### src/rtl/sqrt_pkg.sv
// Shared Q8.8 format constants and controller state encoding for the sqrt stream block.
package sqrt_pkg;

    localparam int unsigned DATA_W    = 16;
    localparam int unsigned FRAC_BITS = 8;

    typedef enum logic [1:0] {
        IDLE,
        ISSUE,
        WAIT,
        OUT
    } sqrt_state_e;

endpackage

### src/rtl/fixed_sqrt.sv
// Iterative unsigned fixed-point square root: one result bit per cycle after a start pulse.
// Result is floor(sqrt(x_in * 2^FRAC_BITS)), so Q8.8 in gives Q8.8 out; done pulses for one cycle.
module fixed_sqrt #(
    parameter int unsigned DATA_W    = 16,
    parameter int unsigned FRAC_BITS = 8
) (
    input  logic              clk,
    input  logic              rst,
    input  logic              start,
    input  logic [DATA_W-1:0] x_in,
    output logic [DATA_W-1:0] sqrt_out,
    output logic              done
);

    localparam int unsigned RAD_W  = DATA_W + FRAC_BITS;
    localparam int unsigned ROOT_W = RAD_W / 2;
    localparam int unsigned REM_W  = ROOT_W + 2;
    localparam int unsigned CNT_W  = $clog2(ROOT_W);

    logic              busy;
    logic [CNT_W-1:0]  iter;
    logic [RAD_W-1:0]  rad;
    logic [REM_W-1:0]  rem;
    logic [ROOT_W-1:0] root;

    logic [REM_W+1:0]  rem_sh;
    logic [REM_W+1:0]  trial;
    logic [REM_W-1:0]  rem_nxt;
    logic [ROOT_W-1:0] root_nxt;

    // One digit-by-digit step: bring down two radicand bits, try subtracting 4*root+1.
    always_comb begin
        rem_sh   = {rem, rad[RAD_W-1 -: 2]};
        trial    = {2'b00, root, 2'b01};
        rem_nxt  = REM_W'(rem_sh);
        root_nxt = {root[ROOT_W-2:0], 1'b0};
        if (rem_sh >= trial) begin
            rem_nxt  = REM_W'(rem_sh - trial);
            root_nxt = {root[ROOT_W-2:0], 1'b1};
        end
    end

    always_ff @(posedge clk or posedge rst) begin
        if (rst) begin
            busy     <= 1'b0;
            iter     <= '0;
            rad      <= '0;
            rem      <= '0;
            root     <= '0;
            sqrt_out <= '0;
            done     <= 1'b0;
        end else begin
            done <= 1'b0;
            if (busy) begin
                rad  <= rad << 2;
                rem  <= rem_nxt;
                root <= root_nxt;
                iter <= iter - 1'b1;
                if (iter == '0) begin
                    busy     <= 1'b0;
                    done     <= 1'b1;
                    sqrt_out <= DATA_W'(root_nxt);
                end
            end else if (start) begin
                rad  <= {x_in, {FRAC_BITS{1'b0}}};
                rem  <= '0;
                root <= '0;
                iter <= CNT_W'(ROOT_W - 1);
                busy <= 1'b1;
            end
        end
    end

endmodule

### src/rtl/sqrt_stream_master.sv
// Valid/ready wrapper driving a fixed_sqrt engine, one operation in flight at a time.
// Optional WAIT watchdog enabled by defining SQRT_TIMEOUT_EN.
module sqrt_stream_master #(
    parameter int unsigned DATA_W      = sqrt_pkg::DATA_W,
    parameter int unsigned TIMEOUT_CYC = 1023
) (
    input  logic              clk,
    input  logic              rst,
    input  logic              in_valid,
    output logic              in_ready,
    input  logic [DATA_W-1:0] in_data,
    output logic              out_valid,
    input  logic              out_ready,
    output logic [DATA_W-1:0] out_data,
    output logic              out_err,
    output logic [15:0]       done_cnt
);

    import sqrt_pkg::*;

    sqrt_state_e       state;
    logic [DATA_W-1:0] operand;
    logic              eng_start;
    logic              eng_done;
    logic [DATA_W-1:0] eng_out;

`ifdef SQRT_TIMEOUT_EN
    localparam int unsigned CNT_W = $clog2(TIMEOUT_CYC + 1);
    logic [CNT_W-1:0] wait_cnt;
    logic             err_q;
    assign out_err = err_q;
`else
    logic unused_timeout;
    assign unused_timeout = ^TIMEOUT_CYC;
    assign out_err        = 1'b0;
`endif

    fixed_sqrt #(
        .DATA_W   (DATA_W),
        .FRAC_BITS(FRAC_BITS)
    ) u_sqrt (
        .clk     (clk),
        .rst     (rst),
        .start   (eng_start),
        .x_in    (operand),
        .sqrt_out(eng_out),
        .done    (eng_done)
    );

    // Controller: every output is a register updated alongside the state.
    always_ff @(posedge clk or posedge rst) begin
        if (rst) begin
            state     <= IDLE;
            in_ready  <= 1'b1;
            out_valid <= 1'b0;
            out_data  <= '0;
            done_cnt  <= '0;
            eng_start <= 1'b0;
            operand   <= '0;
`ifdef SQRT_TIMEOUT_EN
            wait_cnt  <= '0;
            err_q     <= 1'b0;
`endif
        end else begin
            case (state)
                IDLE: begin
                    if (in_valid && in_ready) begin
                        operand   <= in_data;
                        eng_start <= 1'b1;
                        in_ready  <= 1'b0;
                        state     <= ISSUE;
                    end
                end
                ISSUE: begin
                    eng_start <= 1'b0;
                    state     <= WAIT;
`ifdef SQRT_TIMEOUT_EN
                    wait_cnt  <= '0;
`endif
                end
                WAIT: begin
                    if (eng_done) begin
                        out_data  <= eng_out;
                        out_valid <= 1'b1;
                        state     <= OUT;
`ifdef SQRT_TIMEOUT_EN
                        err_q     <= 1'b0;
                    end else if (wait_cnt == CNT_W'(TIMEOUT_CYC - 1)) begin
                        out_data  <= '0;
                        err_q     <= 1'b1;
                        out_valid <= 1'b1;
                        state     <= OUT;
                    end else begin
                        wait_cnt  <= wait_cnt + 1'b1;
`endif
                    end
                end
                OUT: begin
                    if (out_ready) begin
                        out_valid <= 1'b0;
                        in_ready  <= 1'b1;
                        done_cnt  <= done_cnt + 16'd1;
                        state     <= IDLE;
                    end
                end
                default: state <= IDLE;
            endcase
        end
    end

endmodule

### config.mk
export PLATFORM = sky130hd
export DESIGN_NAME = sqrt_stream_master
export DESIGN_NICKNAME = d
export VERILOG_FILES = /design/src/rtl/sqrt_pkg.sv /design/src/rtl/fixed_sqrt.sv /design/src/rtl/sqrt_stream_master.sv
export SDC_FILE = /design/constraint.sdc
export NUM_CORES = 1
export LEC_CHECK = 0
export ABC_AREA = 1
export CORE_MARGIN = 3
export CORE_UTILIZATION = 53
export CTS_CLUSTER_SIZE = 30
export DETAILED_ROUTE_END_ITERATION = 8
export PLACE_DENSITY = 0.82
export SLEW_MARGIN = 40
export SYNTH_ARGS = -nofsm -noshare
export SYNTH_HDL_FRONTEND = slang
export SYNTH_SLANG_ARGS = --single-unit
### constraint.sdc
create_clock -name clk -period 8.33 [get_ports clk]
set_input_delay 0.833 -clock clk [delete_from_list [all_inputs] [get_ports clk]]
set_output_delay 0.833 -clock clk [all_outputs]
set_load 0.05 [all_outputs]
==> results.json <==
{
  "detail_route.first_pass.iterations": 4,
  "vias": 4196,
  "n_antenna_cell": 0,
  "crit_path_max_incr_delay_ns": 0.81,
  "final_area_um2": 6270,
  "std_cell_rows": 36,
  "cts_buffers": 9,
  "num_io_pins": 55,
  "relSlewSlack_pct": 52.6,
  "synth_edf_count": 0,
  "synth_top_area_share_pct": 49.2,
  "antenna_found_initial": 0,
  "rrSetupSlack_ns": 5.95,
  "grt_pass1_wl_mm": 19.0,
  "core-area_um2": 9910,
  "h-tree-depth": 3,
  "die_area_um2": 11600,
  "fin_hold_ws_ns": 0.483,
  "p_leak_uw": 0.00315,
  "period_share_pct": 31.1,
  "clockRootBuffer": "clkbuf_8",
  "crit_family": "buffers and inverters",
  "synth.avg_cell_area_um2": 8.91,
  "cp_slowest_cell": "clkdlybuf4s50_1",
  "areaGrowthSynthToFinish_pct": 14.1,
  "cts_hold_buffers": 0,
  "worst_pin_slew_ns": 0.711,
  "min_period_ns": 2.59,
  "worstSetupStartpointType": "flip-flop",
  "dieHeight_um": 108,
  "status": "finished clean",
  "tns_ns": 0,
  "cp_cell_sequence": "clkdlybuf4s50_1",
  "ys_ff_latch": 109,
  "insertion_delay_ns": 0.37,
  "worstPathRequired_ns": 7.50,
  "grt_usage_pct": 20.1,
  "cp_max_fo": 4,
  "skew_ns": 0.0152,
  "synthMuxAreaShare_pct": 5.53,
  "endpoint_kind": "output port",
  "nets": 700,
  "worstPathArrival_ns": 1.75,
  "grt_start_max_net_pins": 84,
  "wl_mm": 11.0,
  "hold_viol": 0,
  "grt_remaining_overflow": 0,
  "clock.fmax_mhz": 387,
  "dpl.hpwl_mm": 8.16,
  "cts_resized": 0,
  "clkTransAtPathRegs_ns": 0.12,
  "synth-main-ff-cell": "dfrtp_1",
  "ant_nets": 0,
  "synth_fa_ha_area_share_pct": 4.55,
  "crit_type": "reg2out",
  "rsz0062_at_grt": "false",
  "syn_area_um2": 5500,
  "globalplace.congestion": 1.01,
  "drc_errors": 0,
  "viasPerCell": 5.26,
  "finalSetupViolations": 0,
  "crit_buf_inv": 1,
  "cellPowerDensity_nw_per_um2": 411,
  "ys_async_sr_fraction_pct": 100,
  "final_layout_size_suffix_gt1_share_pct": 11.1,
  "synth_compound_area_share_pct": 5.60,
  "yosysWarnings": 0,
  "synth_most_common_cell": "nand2_1",
  "clk_path_buf_depth": 2,
  "ir_drop_v": 0.000188,
  "cts_tree": "built",
  "synthSimpleGateAreaFrac_pct": 24.1,
  "die_x_um": 108,
  "yosys-top-cells-count": "nand2_1 (188), dfrtp_1 (108), inv_1 (66), nand3_1 (48), mux2_2 (27)",
  "synth_xor_area_share_pct": 3.35,
  "timing.max_cap.violations": 0,
  "io_buffers": 49,
  "initial_core_util_pct": 55.5,
  "cts_sinks": 109,
  "grt_pass1_vias": 4057,
  "slew_viol_final": 0,
  "synth_top_family_by_area": "simple AND/OR/NAND/NOR gates",
  "drt_iter0_markers": 265,
  "place_area_um2": 6060,
  "post-cts-setup-buffers": 0,
  "syn_inst": 617,
  "ys_seq_area_share_pct": 49.6,
  "synth_area_leaders": "dfrtp_1 (49%), nand2_1 (13%), mux2_2 (5.5%), ha_1 (4.6%), inv_1 (4.5%)",
  "yosys.area.top_type": "dfrtp_1",
  "fill_cells": 820,
  "worstHoldPathType": "reg2reg",
  "avgRoutedWirePerCell_um": 13.8,
  "synth_cell_types": 36
}
kinds of logic after synthesis:
kind of cell               after synthesis
buffers and inverters                   93
xor gates and xnor gates                21
and+or+nand+nor                        293
other                                    1
AOI/OAI and AO/OA                       53
muxes                                   27
adders and majority gates               20
DFF                                    109
final timing paths:
check                                    start        endpoint  depth (start not counted)
max in group asynchronous                  rst     u_sqrt.busy                          3
worst min-delay path                operand[6]  u_sqrt.rad[14]                          2
worst max register to register  u_sqrt.root[8]  u_sqrt.rem[10]                         12
min in group asynchronous                  rst     done_cnt[4]                          2
worst max-delay path                  in_ready        in_ready                          1
worst min register to register      operand[6]  u_sqrt.rad[14]                          2
report_power, final:
group | switching [uW] | internal, uW
registers | 143 | 742
clock network | 187 | 153
logic | 847 | 508
registers in the layout, indices dropped and copies added (netlist names):
register / flops
out_valid: 1
u_sqrt.rad: 16
in_ready: 1
u_sqrt.root: 12
u_sqrt.done: 1
state: 2
operand: 16
out_data: 12
u_sqrt.sqrt_out: 12
eng_start: 1
u_sqrt.rem: 14
u_sqrt.busy: 1
u_sqrt.iter: 4
done_cnt: 16
area by class of cell:
cell class	count	area (um^2)	share of cell area (%)
clock buffer	10	138	2.19
sequential	109	2730	43.5
inverter	70	265	4.23
timing repair buffer	51	509	8.12
multi-input combinational	419	2390	38.1
tap	133	166	2.65
clock inverter	6	76.3	1.22
per-stage QoR:
| step | cells | util [%] | setup slack (ns) | power [uW] |
|---|---|---|---|---|
| after floorplan | 621 | - | 4.62 | 1920 |
| after global routing | 798 | 63.3 | 5.70 | 2810 |
| after detailed placement | 782 | 61.2 | 5.90 | 2230 |
| final | 798 | 63.3 | 5.74 | 2580 |
| after CTS | 798 | 63.3 | 5.73 | 2580 |
| after global placement | 782 | 61.1 | 5.81 | 2180 |
metal layers:
metal	vias up	routed length [um]	global-route usage (%)
li1	2054	-	-
met1	2025	5010	28.0
met2	97	5330	32.5
met3	20	419	2.76
met4	0	231	6.94
met5	-	0	0
tightest hold or removal path, stage by stage, from the launching register on:
cell and delay [ns]:
dfrtp_1 0.35, nand2_1 0.05, nand3_1 0.06
cell usage in the layout, fill, tap and decap left out, drive strengths merged:
| cell | Yosys | layout |
|---|---|---|
| o211ai | 3 | 3 |
| xor2 | 9 | 9 |
| dfstp | 1 | 1 |
| nand3b | 9 | 9 |
| a22oi | 2 | 2 |
| nand2 | 195 | 195 |
| o21ai | 27 | 27 |
| clkdlybuf4s50 | 0 | 49 |
| nand4 | 7 | 7 |
| mux2 | 27 | 27 |
| inv | 70 | 73 |
| a22o | 2 | 2 |
| a21oi | 7 | 7 |
| nand3 | 50 | 50 |
| dfrtp | 108 | 108 |
| nor2 | 27 | 27 |
| bufinv | 0 | 1 |
| buf | 17 | 2 |
| xnor2 | 12 | 12 |
| o22ai | 12 | 12 |
| nor3 | 4 | 4 |
| clkbuf | 6 | 10 |
| conb | 1 | 5 |
| and2 | 1 | 1 |
| clkinv | 0 | 2 |
| ha | 20 | 20 |
Power figures use the tool's default switching activity.
